===== src/rtl/acq_sequencer.sv =====
// Frame sequencer for the acquisition path: period ticks start a frame of 1-4
// virtual-channel captures, then the readout stream is watched until it goes quiet.
module acq_sequencer #(
    parameter int QUIET = 4,
    parameter int PER_W = 24
) (
    input  logic             clk,
    input  logic             rst_n,
    input  logic             i_enable,
    input  logic [PER_W-1:0] i_period,
    input  logic [15:0]      i_window,
    input  logic [1:0]       i_nvch,
    input  logic             i_clr_ovr,
    input  logic             i_out_vld,
    input  logic             i_out_rdy,
    output logic [1:0]       o_acq_vchn,
    output logic             o_start,
    output logic             o_gate,
    output logic             o_complite,
    output logic             o_busy,
    output logic             o_overrun,
    output logic [15:0]      o_frame_cnt
);
    localparam int QW = $clog2(QUIET + 1);

    typedef enum logic [2:0] {IDLE, WAIT, START, ACQ, DRAIN} state_t;

    state_t           state;
    logic [PER_W-1:0] per_cnt, per_lat, per_eff;
    logic             en_d, en_rise, tick;
    logic [15:0]      wcnt, win_eff, cap_rem;
    logic [1:0]       nv_lat, nv_cur;
    logic [QW-1:0]    qcnt;
    logic             win_done, more_vch, q_inc, q_done;

    // On the enable-rise cycle the period register is not loaded yet, so use the port.
    assign en_rise = i_enable & ~en_d;
    assign per_eff = en_rise ? i_period : per_lat;
    assign tick    = i_enable && (per_eff != '0) && (per_cnt == per_eff - PER_W'(1));

    always_ff @(posedge clk or negedge rst_n) begin
        if (!rst_n) begin
            per_cnt <= '0;
            per_lat <= '0;
            en_d    <= 1'b0;
        end else begin
            en_d <= i_enable;
            if (!i_enable) begin
                per_cnt <= '0;
            end else if (per_eff == '0 || tick) begin
                // A zero period keeps re-sampling so a new nonzero value takes effect.
                per_cnt <= '0;
                per_lat <= i_period;
            end else begin
                per_cnt <= per_cnt + PER_W'(1);
                if (en_rise) per_lat <= i_period;
            end
        end
    end

    // START samples window/nvch straight from the ports; ACQ uses the loaded values.
    assign win_eff  = (i_window == 16'd0) ? 16'd1 : i_window;
    assign cap_rem  = (state == START) ? win_eff : wcnt;
    assign nv_cur   = (state == START) ? i_nvch : nv_lat;
    assign win_done = (cap_rem == 16'd1);
    assign more_vch = (o_acq_vchn < nv_cur);
    assign q_inc    = ~i_out_vld & i_out_rdy;
    assign q_done   = q_inc && (qcnt == QW'(QUIET - 1));

    always_ff @(posedge clk or negedge rst_n) begin
        if (!rst_n) begin
            state       <= IDLE;
            wcnt        <= '0;
            nv_lat      <= '0;
            qcnt        <= '0;
            o_acq_vchn  <= '0;
            o_start     <= 1'b0;
            o_gate      <= 1'b0;
            o_complite  <= 1'b0;
            o_busy      <= 1'b0;
            o_overrun   <= 1'b0;
            o_frame_cnt <= '0;
        end else begin
            o_start <= 1'b0;

            if (tick && state != WAIT) o_overrun <= 1'b1;
            else if (i_clr_ovr)        o_overrun <= 1'b0;

            case (state)
                IDLE: if (i_enable) state <= WAIT;

                WAIT: begin
                    if (!i_enable) begin
                        state <= IDLE;
                    end else if (tick || per_eff == '0) begin
                        state      <= START;
                        o_acq_vchn <= '0;
                        o_start    <= 1'b1;
                        o_gate     <= 1'b1;
                        o_complite <= 1'b1;
                        o_busy     <= 1'b1;
                    end
                end

                START, ACQ: begin
                    if (state == START) nv_lat <= i_nvch;
                    if (!win_done) begin
                        wcnt  <= cap_rem - 16'd1;
                        state <= ACQ;
                    end else if (more_vch) begin
                        o_acq_vchn <= o_acq_vchn + 2'd1;
                        o_start    <= 1'b1;
                        state      <= START;
                    end else begin
                        o_gate     <= 1'b0;
                        o_complite <= 1'b0;
                        qcnt       <= '0;
                        state      <= DRAIN;
                    end
                end

                DRAIN: begin
                    if (i_out_vld) begin
                        qcnt <= '0;
                    end else if (q_done) begin
                        qcnt        <= '0;
                        o_busy      <= 1'b0;
                        o_frame_cnt <= o_frame_cnt + 16'd1;
                        state       <= i_enable ? WAIT : IDLE;
                    end else if (i_out_rdy) begin
                        qcnt <= qcnt + QW'(1);
                    end
                end

                default: state <= IDLE;
            endcase
        end
    end

endmodule


===== config.mk =====
export PLATFORM = sky130hd
export DESIGN_NAME = acq_sequencer
export DESIGN_NICKNAME = d
export VERILOG_FILES = /design/src/rtl/acq_sequencer.sv
export SDC_FILE = /design/constraint.sdc
export NUM_CORES = 1
export LEC_CHECK = 0
export CORE_UTILIZATION = 45
export CTS_CLUSTER_DIAMETER = 40
export DETAILED_ROUTE_END_ITERATION = 16
export PLACE_DENSITY = 0.62
export SYNTH_ARGS = -nofsm -noshare
export SYNTH_HDL_FRONTEND = slang
export SYNTH_SLANG_ARGS = --single-unit

===== constraint.sdc =====
create_clock -name clk -period 5.6 [get_ports clk]
set_clock_uncertainty 0.15 [all_clocks]
set_input_delay 1.4 -clock clk [delete_from_list [all_inputs] [get_ports clk]]
set_output_delay 1.4 -clock clk [all_outputs]
set_load 0.02 [all_outputs]

==> impl_metrics.toml, run 1 <==
[status]
status = "complete, no violations"

[logic_synthesis]
synth_area_leaders = "dfrtp_1 37%, mux2i_1 5.5%, xnor2_1 5.3%"
ys_top_cells_by_count = "95 x dfrtp_1, 78 x nor2_1, 48 x nand2_1, 39 x xnor2_1"
yosysWarnings = 0
synth.most_common_cell = "dfrtp_1"
ys_ff_latch = 95
avgSynthCellArea_um2 = 9.246
synth-edff-count = 0
yosysTopAreaCell = "dfrtp_1"
syn_area_mm2 = 0.006500
syn_nets = 759
synth_top_family_by_area = "simple AND/OR/NAND/NOR gates"
synth_adder_area_share = 0.01540
synth_compound_area_frac = 0.1336
yosys.area_share.xor_xnor = 0.09971
synth_cell_types = 66
synthSimpleGateAreaFrac = 0.2387
netlist.area_leader.share = 0.3657
synth_ff_type = "dfrtp_1"
async_flop_share = 1.000
ys_seq_area_frac = 0.3657
syn-instance-count = 703
yosys-mux-area-fraction = 0.1172

[sta]
rsz0062_at_grt = "no"
max_slew_margin = 0.4420
fmax_ghz = 0.1939
finalCritPeriodShare = 0.9208
finalHoldViolations = 0
fin_crit_ns = 5.156
setup_viol = 0
tns_ns = 0
timing_worst_slew_pin_value_ns = 0.8369
drv_slew = 0

[setup_path]
r2r_end = "o_start"
critPathSlowestCell = "or4_1"
crit_family = "compound AO/OA/AOI/OAI gates"
critPathLaunch = "i_enable"
cp.required_ns = 5.68
path_class = "input pin to flip-flop"
start_kind = "input pin"
crit_path_max_incr_delay_ns = 0.73
cp.depth = 12
reg2reg_slack_ns = 1.40
crit_arrival_ns = 5.23
path_buf_inv = 3
critPathMaxFanout = 23
worstPathCellList = "clkdlybuf4s50_1 -> nand2b_2 -> buf_4 -> a21oi_1 -> or4_1 -> o21ai_1 -> a31oi_1 -> or3_4 -> a2111oi_0 -> buf_4 -> a21oi_1 -> o32ai_1"
cp-end-kind = "flip-flop"
crit_path_end = "o_start"
reg2regPathDepth = 11
r2r_start = "en_d"

[grt]
grt_pass1_vias = 5582
antenna_found_initial = 0
overflow = 0
grtUsageTotal = 0.2322
grt_pass1_wl_um = 27130
grt_max_degree = 66

[layout]
areaGrowthSynthToFinish_pct = 18.36
nFillCells = 1302
fin_nets = 829
drive_gt1_frac = 0.1082
n_antenna_cell = 0
instances_no_fill = 956

[cts]
post_cts_buffers = 0
cts_buffers = 9
cts_hold_buf = 0
cts_root_buf = "clkbuf_16"
clk_pin_slew_worst_paths_ns = 0.07
ctsResizeCount = 0
cts_tree = "done"
clkLatencyLatePin_ns = 0.35
htree_levels = 3
cts_sinks = 95
cts.path.max_buffers = 2

[drt]
dr.first_iter.drc_count = 332
viasPerCell = 5.796
drt-met1-wl_um = 7464
drc = 0
dr_total_vias = 5541
dr.pass1.iters = 4
highest_layer = "met4"
wl_um = 16130
ant_nets = 0
routedWlPerCell_um = 16.87
wl_met3_um = 593
wl_met2_um = 7750

[hold_path]
hold_class = "flip-flop to flip-flop"
worstHoldStart = "o_frame_cnt[15]"

[placement]
gp_congestion = 0.9087
dp_cells = 942
dpl.hpwl_um = 12150
port_buffers = 70

[power_and_ir_drop]
peakVddDrop_mv = 0.1456
power_leakage_nw = 3.312
power.density_mw_per_mm2 = 214.1

[floorplanning]
dieArea_mm2 = 0.01493
fp-row-count = 43
die_h_um = 122.2
core_mm2 = 0.01399
dieWidth_um = 122.2
ios = 71
initial_core_util = 0.4647

[run]
maxCapViolCount = 0
## worst min-delay path by stage
stage	endpoint	slack, ns	cells after the start
floorplan	nv_lat[1]	0.29	2
global placement	wcnt[1]	0.31	2
detailed placement	nv_lat[1]	0.32	2
CTS	o_frame_cnt[15]	0.33	1
global route	qcnt[2]	0.35	1
finish	o_frame_cnt[15]	0.32	1
## area by class of cell
cell class,count,area [um^2],area share
clock buffers,9,225.2,0.02927
clock inverters,5,41.29,0.005367
inverters,11,41.29,0.005367
multi-input cells,568,3938,0.5118
flip-flops and latches,95,2377,0.3090
well taps,180,225.2,0.02927
repair buffers,88,845.8,0.1099
## power breakdown
group          total (mW)  leakage [nW]  switching (mW)  internal, mW
logic               0.319          1.94           0.164         0.155
registers           0.750          1.25          0.0348         0.715
clock network       0.579         0.125           0.278         0.301
total                1.65          3.31           0.476          1.17
## sequential cells by signal (all words and copies together), names as in the netlist, 2 cells and up
signal,cells
wcnt,16
state,3
per_cnt,24
qcnt,3
o_acq_vchn,2
o_frame_cnt,16
nv_lat,2
per_lat,24
## per-stage QoR
stage | util | power (mW) | worst slack [ns] | cell area, um^2 | hold slack, ns
6_report | 0.5500 | 1.647 | 0.4438 | 7694 | 0.3240
5_1_grt | 0.5500 | 1.727 | 0.2919 | 7694 | 0.3469
4_1_cts | 0.5500 | 1.668 | 0.4600 | 7694 | 0.3330
3_5_place_dp | 0.5309 | 1.079 | 0.1091 | 7427 | 0.3163
3_3_place_gp | 0.5309 | 1.074 | 0.2170 | 7427 | 0.3095
2_1_floorplan | - | 0.9586 | 0.6268 | 6500 | 0.2907
## layer usage
metal | up-vias | global-route usage
met3 | 22 | 0.04120
li1 | 2706 | -
met5 | - | 0
met4 | 0 | 0.06936
met2 | 112 | 0.3902
met1 | 2701 | 0.3037
## cell families (layout without fill, tap and decap cells)
| group | after synthesis | after routing |
|---|---|---|
| mux | 65 | 65 |
| simple gates | 293 | 293 |
| flops | 95 | 95 |
| buf+inv | 40 | 113 |
| xor+xnor | 74 | 74 |
| compound gates | 128 | 128 |
| fa+ha+maj | 8 | 8 |
## cells in the final DEF, fill, tap and decap left out, drive strengths merged, types with 14 or more instances in the layout
| cell type | instances |
|---|---|
| nand2 | 48 |
| nand4 | 19 |
| nor3 | 36 |
| o21ai | 31 |
| xnor2 | 39 |
| clkdlybuf4s50 | 69 |
| a21oi | 30 |
| dfrtp | 95 |
| inv | 14 |
| nor2 | 78 |
| nand3 | 23 |
| mux2 | 29 |
| mux2i | 36 |
| xor2 | 35 |
| buf | 19 |
No activity file was read; power rests on OpenSTA's default activity.
==> run 2, diff against run 1 <==
--- a/config.mk
+++ b/config.mk
@@ -8,7 +8,9 @@
 export CORE_UTILIZATION = 45
 export CTS_CLUSTER_DIAMETER = 40
 export DETAILED_ROUTE_END_ITERATION = 16
+export GPL_ROUTABILITY_DRIVEN = 0
 export PLACE_DENSITY = 0.62
+export SKIP_CTS_REPAIR_TIMING = 1
 export SYNTH_ARGS = -nofsm -noshare
 export SYNTH_HDL_FRONTEND = slang
 export SYNTH_SLANG_ARGS = --single-unit
==> impl_metrics.toml, run 2 (same netlist as run 1, synthesis figures left out) <==
[drt]
dr_total_vias = 5577
routedWlPerCell_um = 16.79
dr.first_iter.drc_count = 313
dr.pass1.iters = 5
ant_nets = 0
viasPerCell = 5.834
wl_um = 16050
drc = 0

[setup_path]
reg2regPathDepth = 11
cp.required_ns = 5.69
path_class = "input pin to flip-flop"
start_kind = "input pin"
crit_path_max_incr_delay_ns = 0.73
reg2reg_slack_ns = 1.48
crit_family = "simple AND/OR/NAND/NOR gates"
r2r_end = "per_lat[4]"
critPathMaxFanout = 24
cp-end-kind = "flip-flop"
path_buf_inv = 3
r2r_start = "en_d"
crit_arrival_ns = 5.13
critPathSlowestCell = "or4_1"
worstPathCellList = "clkdlybuf4s50_1 -> nand2b_2 -> buf_4 -> a21oi_1 -> or4_1 -> nor4_4 -> o21ai_0 -> a211o_1 -> a2111oi_4 -> o21ai_2 -> buf_12 -> mux2_4"

[hold_path]
hold_depth = 1
worstHoldStart = "o_frame_cnt[15]"
hold_class = "flip-flop to flip-flop"
holdPathEnd = "o_frame_cnt[15]"

[cts]
clkLatencyLatePin_ns = 0.35
cts_sinks = 95
cts_root_buf = "clkbuf_16"
cts.path.max_buffers = 2
htree_levels = 3
cts_tree = "done"
clk_pin_slew_worst_paths_ns = 0.07
cts_buffers = 9

[floorplanning]
core_mm2 = 0.01399
fp-row-count = 43
ios = 71
dieArea_mm2 = 0.01493
dieWidth_um = 122.2
die_h_um = 122.2
initial_core_util = 0.4647

[layout]
areaGrowthSynthToFinish_pct = 18.96
layout_commonest_cell = "dfrtp_1"
instances_no_fill = 956
final_cell_mix = "95 x dfrtp_1, 78 x nor2_1, 69 x clkdlybuf4s50_1, 48 x nand2_1, 39 x xnor2_1"
top_regs = "per_cnt (24), per_lat (24)"
nFillCells = 1292
fin_nets = 827
drive_gt1_frac = 0.1070
n_antenna_cell = 0

[sta]
max_slew_margin = 0.3585
finalHoldViolations = 0
fmax_ghz = 0.1981
setup_viol = 0
finalCritPeriodShare = 0.9016
timing_worst_slew_pin_value_ns = 0.9581
tns_ns = 0
fin_crit_ns = 5.049
rsz0062_at_grt = "no"
drv_slew = 0

[power_and_ir_drop]
power.switching_mw = 0.4757
p_int_mw = 1.232
combinationalPowerShare = 0.185
p_clk_frac = 0.376
power_frac_seq = 0.439
peakVddDrop_mv = 0.1251
sw_frac_of_total = 0.2785
power.density_mw_per_mm2 = 220.9
power_leakage_nw = 3.326

[status]
status = "complete, no violations"

[grt]
grt_pass1_vias = 5379
grt_max_degree = 62
grtUsageTotal = 0.2243
antenna_found_initial = 0
overflow = 0
grt_pass1_wl_um = 26300

[run]
maxCapViolCount = 0

[placement]
dp_cells = 940
port_buffers = 70
dpl.hpwl_um = 11860
run 2: worst max path at each step:
stage / endpoint / cells past startpoint / slack, ns / startpoint
finish: per_lat[4] / 12 / 0.55 / i_enable
CTS: per_lat[4] / 12 / 0.57 / i_enable
global placement: per_cnt[1] / 12 / 0.26 / i_enable
detailed placement: per_lat[12] / 12 / 0.20 / i_enable
global route: per_lat[11] / 12 / 0.37 / i_enable
floorplan: per_lat[10] / 14 / 0.63 / i_enable
run 2: metal layers:
metal | GRT usage | vias to the layer above | part of all wire
li1 | - | 2699 | -
met1 | 0.2982 | 2739 | 0.47
met2 | 0.3598 | 113 | 0.48
met3 | 0.03605 | 26 | 0.034
met4 | 0.09756 | 0 | 0.023
met5 | 0 | - | 0
run 2: layout make-up:
cell class                      instances  area, um^2  area share
Tap cell                              180       225.2     0.02913
Inverter                               11       41.29    0.005340
Clock buffer                           11       242.7     0.03139
Timing Repair Buffer                   86       843.3      0.1091
Sequential cell                        95        2377      0.3074
Clock inverter                          5       65.06    0.008414
Multi-Input combinational cell        568        3938      0.5092
run 2: power by group through the flow:
stage	registers, mW	clock network, mW	logic (mW)
after global placement	0.761	0	0.309
after detailed placement	0.761	0	0.315
final	0.750	0.642	0.316
after CTS	0.749	0.661	0.317
after global routing	0.755	0.685	0.346
after floorplan	0.751	0	0.208
run 2: worst reg2reg max path, cell delays in order (launching register included):
cell       delay (ns)
dfrtp_1          0.55
nand2b_2         0.25
buf_4            0.35
a21oi_1          0.24
or4_1            0.73
nor4_4           0.33
o21ai_0          0.17
a211o_1          0.33
a2111oi_4        0.28
o21ai_2          0.13
buf_12           0.19
mux2_4           0.32
run 2: through the flow:
stage                     setup WS, ns  area, um^2  hold WS [ns]  power (mW)    util
after global placement          0.2554        7425        0.3091       1.071  0.5308
after global routing            0.3702        7732        0.3406       1.786  0.5528
final                           0.5508        7732        0.3244       1.708  0.5528
after CTS                       0.5749        7732        0.3335       1.727  0.5528
after floorplan                 0.6268        6500        0.2907      0.9586       -
after detailed placement        0.2043        7425        0.3161       1.076  0.5308
==> run 3, diff against run 2 <==
==> constraint.sdc (replaced) <==
create_clock -name clk -period 5.95 [get_ports clk]
set_clock_uncertainty 0.15 [all_clocks]
set_input_delay 1.4875 -clock clk [delete_from_list [all_inputs] [get_ports clk]]
set_output_delay 1.4875 -clock clk [all_outputs]
set_load 0.02 [all_outputs]
==> impl_metrics.toml, run 3 (same netlist as run 1, synthesis figures left out) <==
[layout]
seqCellArea_mm2 = 0.002377
areaGrowthSynthToFinish_pct = 18.69
fin_nets = 827
final_cell_mix = "95 x dfrtp_1, 78 x nor2_1, 69 x clkdlybuf4s50_1, 48 x nand2_1, 39 x xnor2_1"
nFillCells = 1291
multi_input_area_mm2 = 0.003938
drive_gt1_frac = 0.1082
top_regs = "per_cnt (24), per_lat (24)"
layout_commonest_cell = "dfrtp_1"
n_antenna_cell = 0

[cts]
clk_pin_slew_worst_paths_ns = 0.07
htree_levels = 3
cts_buffers = 9
cts_sinks = 95
cts.path.max_buffers = 2
clkLatencyLatePin_ns = 0.35
cts_root_buf = "clkbuf_16"
cts_tree = "done"

[setup_path]
path_class = "input pin to flip-flop"
cp.required_ns = 6.03
crit_top_cell = "buf_4"
crit_arrival_ns = 5.50
start_kind = "input pin"
critPathMaxFanout = 24
cp-end-kind = "flip-flop"
crit_path_max_incr_delay_ns = 0.70
worstPathCellList = "clkdlybuf4s50_1 -> buf_4 -> or4b_1 -> o31a_1 -> or4_1 -> nor4_4 -> o21ai_0 -> a211o_1 -> a2111oi_4 -> o21ai_2 -> buf_4 -> mux2_4"
critPathSlowestCell = "or4_1"

[sta]
finalCritPeriodShare = 0.9106
timing_worst_slew_pin_value_ns = 0.7639
tns_ns = 0
setup_viol = 0
drv_slew = 0
fin_crit_ns = 5.418
rsz0062_at_grt = "no"
finalHoldViolations = 0
fmax_ghz = 0.1846
max_slew_margin = 0.4908

[drt]
routedWlPerCell_um = 16.78
drc = 0
wl_um = 16050
viasPerCell = 5.907
ant_nets = 0
dr_total_vias = 5647
dr.pass1.iters = 9
dr.first_iter.drc_count = 413

[floorplanning]
initial_core_util = 0.4647
fp-row-count = 43
core_mm2 = 0.01399
die_h_um = 122.2
dieArea_mm2 = 0.01493
dieWidth_um = 122.2
ios = 71

[grt]
grtUsageTotal = 0.2310
grt_max_degree = 53
grt_pass1_wl_um = 27070
overflow = 0
grt_pass1_vias = 5587
antenna_found_initial = 0

[run]
maxCapViolCount = 0

[power_and_ir_drop]
power.density_mw_per_mm2 = 210.3
combinationalPowerShare = 0.186
peakVddDrop_mv = 0.1344
power_mw = 1.623
p_int_mw = 1.163
p_clk_frac = 0.379
power_leakage_nw = 3.328
power_frac_seq = 0.435
power.switching_mw = 0.4602
sw_frac_of_total = 0.2836

[placement]
port_buffers = 70
dpl.hpwl_um = 11930

[hold_path]
hold_class = "flip-flop to flip-flop"

[status]
status = "complete, no violations"
-- run 3: cell count changes in the layout (fill, tap and decap cells not counted), sizes merged --
cell      previous run  this run
clkinv               0         3
clkinvlp             2         0
clkbuf              11        10
-- run 3: power by group through the flow --
stage	Clock (mW)	Sequential (mW)	Combinational, mW
final	0.616	0.706	0.301
after global routing	0.656	0.710	0.328
after CTS	0.633	0.705	0.300
after detailed placement	0	0.717	0.299
after global placement	0	0.717	0.292
after floorplan	0	0.707	0.196
-- run 3: metrics by stage --
step	hold slack (ns)	util	cell area (um^2)	setup slack [ns]	std cells
after CTS	0.3290	0.5515	7715	0.5891	956
after floorplan	0.2907	-	6500	0.8893	703
final	0.3214	0.5515	7715	0.5317	956
after global routing	0.3525	0.5515	7715	0.3305	956
after global placement	0.3111	0.5290	7400	0.3094	940
after detailed placement	0.3167	0.5290	7400	0.2250	940
-- run 3: cell type report --
type | instances | share of cell area
Multi-Input combinational cell | 568 | 0.5104
Sequential cell | 95 | 0.3081
Timing Repair Buffer | 86 | 0.1061
Clock buffer | 10 | 0.03098
Tap cell | 180 | 0.02919
Clock inverter | 6 | 0.009893
Inverter | 11 | 0.005352
-- run 3: layer usage --
layer  GRT usage  vias up  routed length, um
met1      0.3037     2728               7343
met2      0.3789      183               7525
met5           0        -                  0
met4     0.07241        0                350
li1            -     2706                  -
met3     0.04916       30                827
-- run 3: final timing paths --
| path | from | endpoint | slack, ns | depth (start not counted) |
|---|---|---|---|---|
| hold reg to reg | o_frame_cnt[15] | o_frame_cnt[15] | 0.32 | 1 |
| setup / recovery | i_enable | per_lat[19] | 0.53 | 12 |
| min in group asynchronous | rst_n | per_lat[9] | 1.04 | 1 |
| max in group asynchronous | rst_n | wcnt[11] | 3.58 | 2 |
| hold / removal | o_frame_cnt[15] | o_frame_cnt[15] | 0.32 | 1 |
| setup reg to reg | en_d | per_lat[19] | 1.52 | 11 |
-- run 3: worst max-delay path, delay by kind of cell --
family / cells / cell delay, ns
buf+inv: 3 / 1.01
simple gates: 3 / 1.53
mux: 1 / 0.34
compound gates: 5 / 1.11
==> edit (settings of run 1) <==
`QUIET`: 4 -> 8.
--- a/src/rtl/acq_sequencer.sv
+++ b/src/rtl/acq_sequencer.sv
@@ -1,7 +1,7 @@
 // Frame sequencer for the acquisition path: period ticks start a frame of 1-4
 // virtual-channel captures, then the readout stream is watched until it goes quiet.
 module acq_sequencer #(
-    parameter int QUIET = 4,
+    parameter int QUIET = 8,
     parameter int PER_W = 24
 ) (
     input  logic             clk,
Formal check against the unedited RTL: not equivalent (a bounded check fails within 10 cycles, from zero or initial values and one cycle with rst_n low).
==> edit against run 1 <==
  * Worst setup slack gained 0.20 ns
  * Sequential cell count is 1 higher
  * Design area shrank 0.93%
  * Largest cell class unchanged
  * Area after synthesis is 0.73% lower
  * Total power rose by 26%
  * Wire length grew 2.5%
  * Critical path depth rose by 1
==> edit: results <==
{
  "status": "finished clean",
  "p_int_mw": 1.39,
  "root_buffer": "clkbuf_16",
  "drtIter0Drc": 472,
  "drt-vias-per-instance": 5.75,
  "cts.repair.resized": 0,
  "hpwlAfterDp_um": 12300,
  "top_regs": "per_cnt x24, per_lat x24",
  "fin_cells": 944,
  "syn_avg_cell_area_um2": 9.35,
  "place_area_um2": 7310,
  "netlist_top_cells_count": "nor2_1, dfrtp_1, nand2_1, xnor2_1, mux2i_1",
  "slowest_delay_ns": 0.49,
  "drt-pass1-iter-count": 5,
  "ys_warn_count": 0,
  "reg2reg_slack_ns": 1.70,
  "worstPathMaxFanout": 24,
  "ir_drop_v": 0.000172,
  "grt_max_degree": 55,
  "cts.path.max_buffers": 2,
  "numCtsBuffers": 9,
  "area_delta_synth_final_pct": 18.1,
  "tightest_slew_ns": 0.835,
  "synthTopCellsByArea": "dfrtp_1, xnor2_1, mux2i_1",
  "critPathTopFamily": "simple AND/OR/NAND/NOR gates",
  "routed_wl_um": 16500,
  "post-place-cells": 928,
  "async_flop_share_pct": 100,
  "dp_slack_ns": 0.316,
  "synth_cell_type_count": 70,
  "place.gp.congestion": 0.909,
  "period_share_pct": 88.4,
  "whs_ns": 0.328,
  "p_leak_nw": 3.30,
  "syn_nets": 746,
  "ys_seq_area_share_pct": 37.2,
  "worstPathArrival_ns": 5.05,
  "nFillCells": 1276,
  "grt_pass1_wl_um": 27200,
  "portBuffers": 70,
  "gr-usage-all-layers_pct": 23.8,
  "grt_pass1_vias": 5309,
  "layout.nets": 815,
  "yosys.area.top_type": "dfrtp_1",
  "drive_above_1_share_pct": 10.6
}
-- edit: layout make-up --
| cell class | instances | area share (%) |
|---|---|---|
| multi-input cells | 557 | 50.5 |
| inverters | 14 | 0.689 |
| clock buffers | 9 | 2.95 |
| clock inverters | 7 | 1.10 |
| flip-flops and latches | 96 | 31.5 |
| repair buffers | 81 | 10.2 |
| well taps | 180 | 2.95 |
-- edit: per-layer routing --
| metal | part of all wire (%) | vias up | wire length (µm) | GRT usage, % |
|---|---|---|---|---|
| met2 | 48 | 151 | 7880 | 39.2 |
| met5 | 0 | - | 0 | 0 |
| li1 | - | 2594 | - | - |
| met3 | 4.7 | 30 | 783 | 4.26 |
| met4 | 1.9 | 0 | 308 | 8.49 |
| met1 | 46 | 2651 | 7570 | 31.4 |
-- edit: final timing paths --
| path | startpoint | to | cells past startpoint |
|---|---|---|---|
| setup / recovery | i_enable | per_lat[10] | 13 |
| hold / removal | o_frame_cnt[15] | o_frame_cnt[15] | 1 |
| setup reg to reg | en_d | per_lat[3] | 11 |
| hold reg to reg | o_frame_cnt[15] | o_frame_cnt[15] | 1 |
| max in group asynchronous | rst_n | wcnt[11] | 2 |
| min in group asynchronous | rst_n | wcnt[8] | 1 |
-- edit: logic make-up after synthesis --
family / after synthesis / synth area share (%)
flip-flops: 96 / 37.2
XOR/XNOR: 84 / 11.6
adder cells (fa/ha/maj): 8 / 1.55
multiplexers: 73 / 13.1
buffers and inverters: 37 / 3.14
AO/OA/AOI/OAI: 105 / 11.3
AND/OR/NAND/NOR: 287 / 22.0
-- edit: power groups by stage --
stage	Sequential, mW	Combinational (mW)	Clock, mW
after floorplan	0.848	0.406	0
after global placement	0.872	0.538	0
after detailed placement	0.876	0.554	0
after CTS	0.863	0.556	0.673
after global routing	0.876	0.625	0.704
final	0.865	0.557	0.656
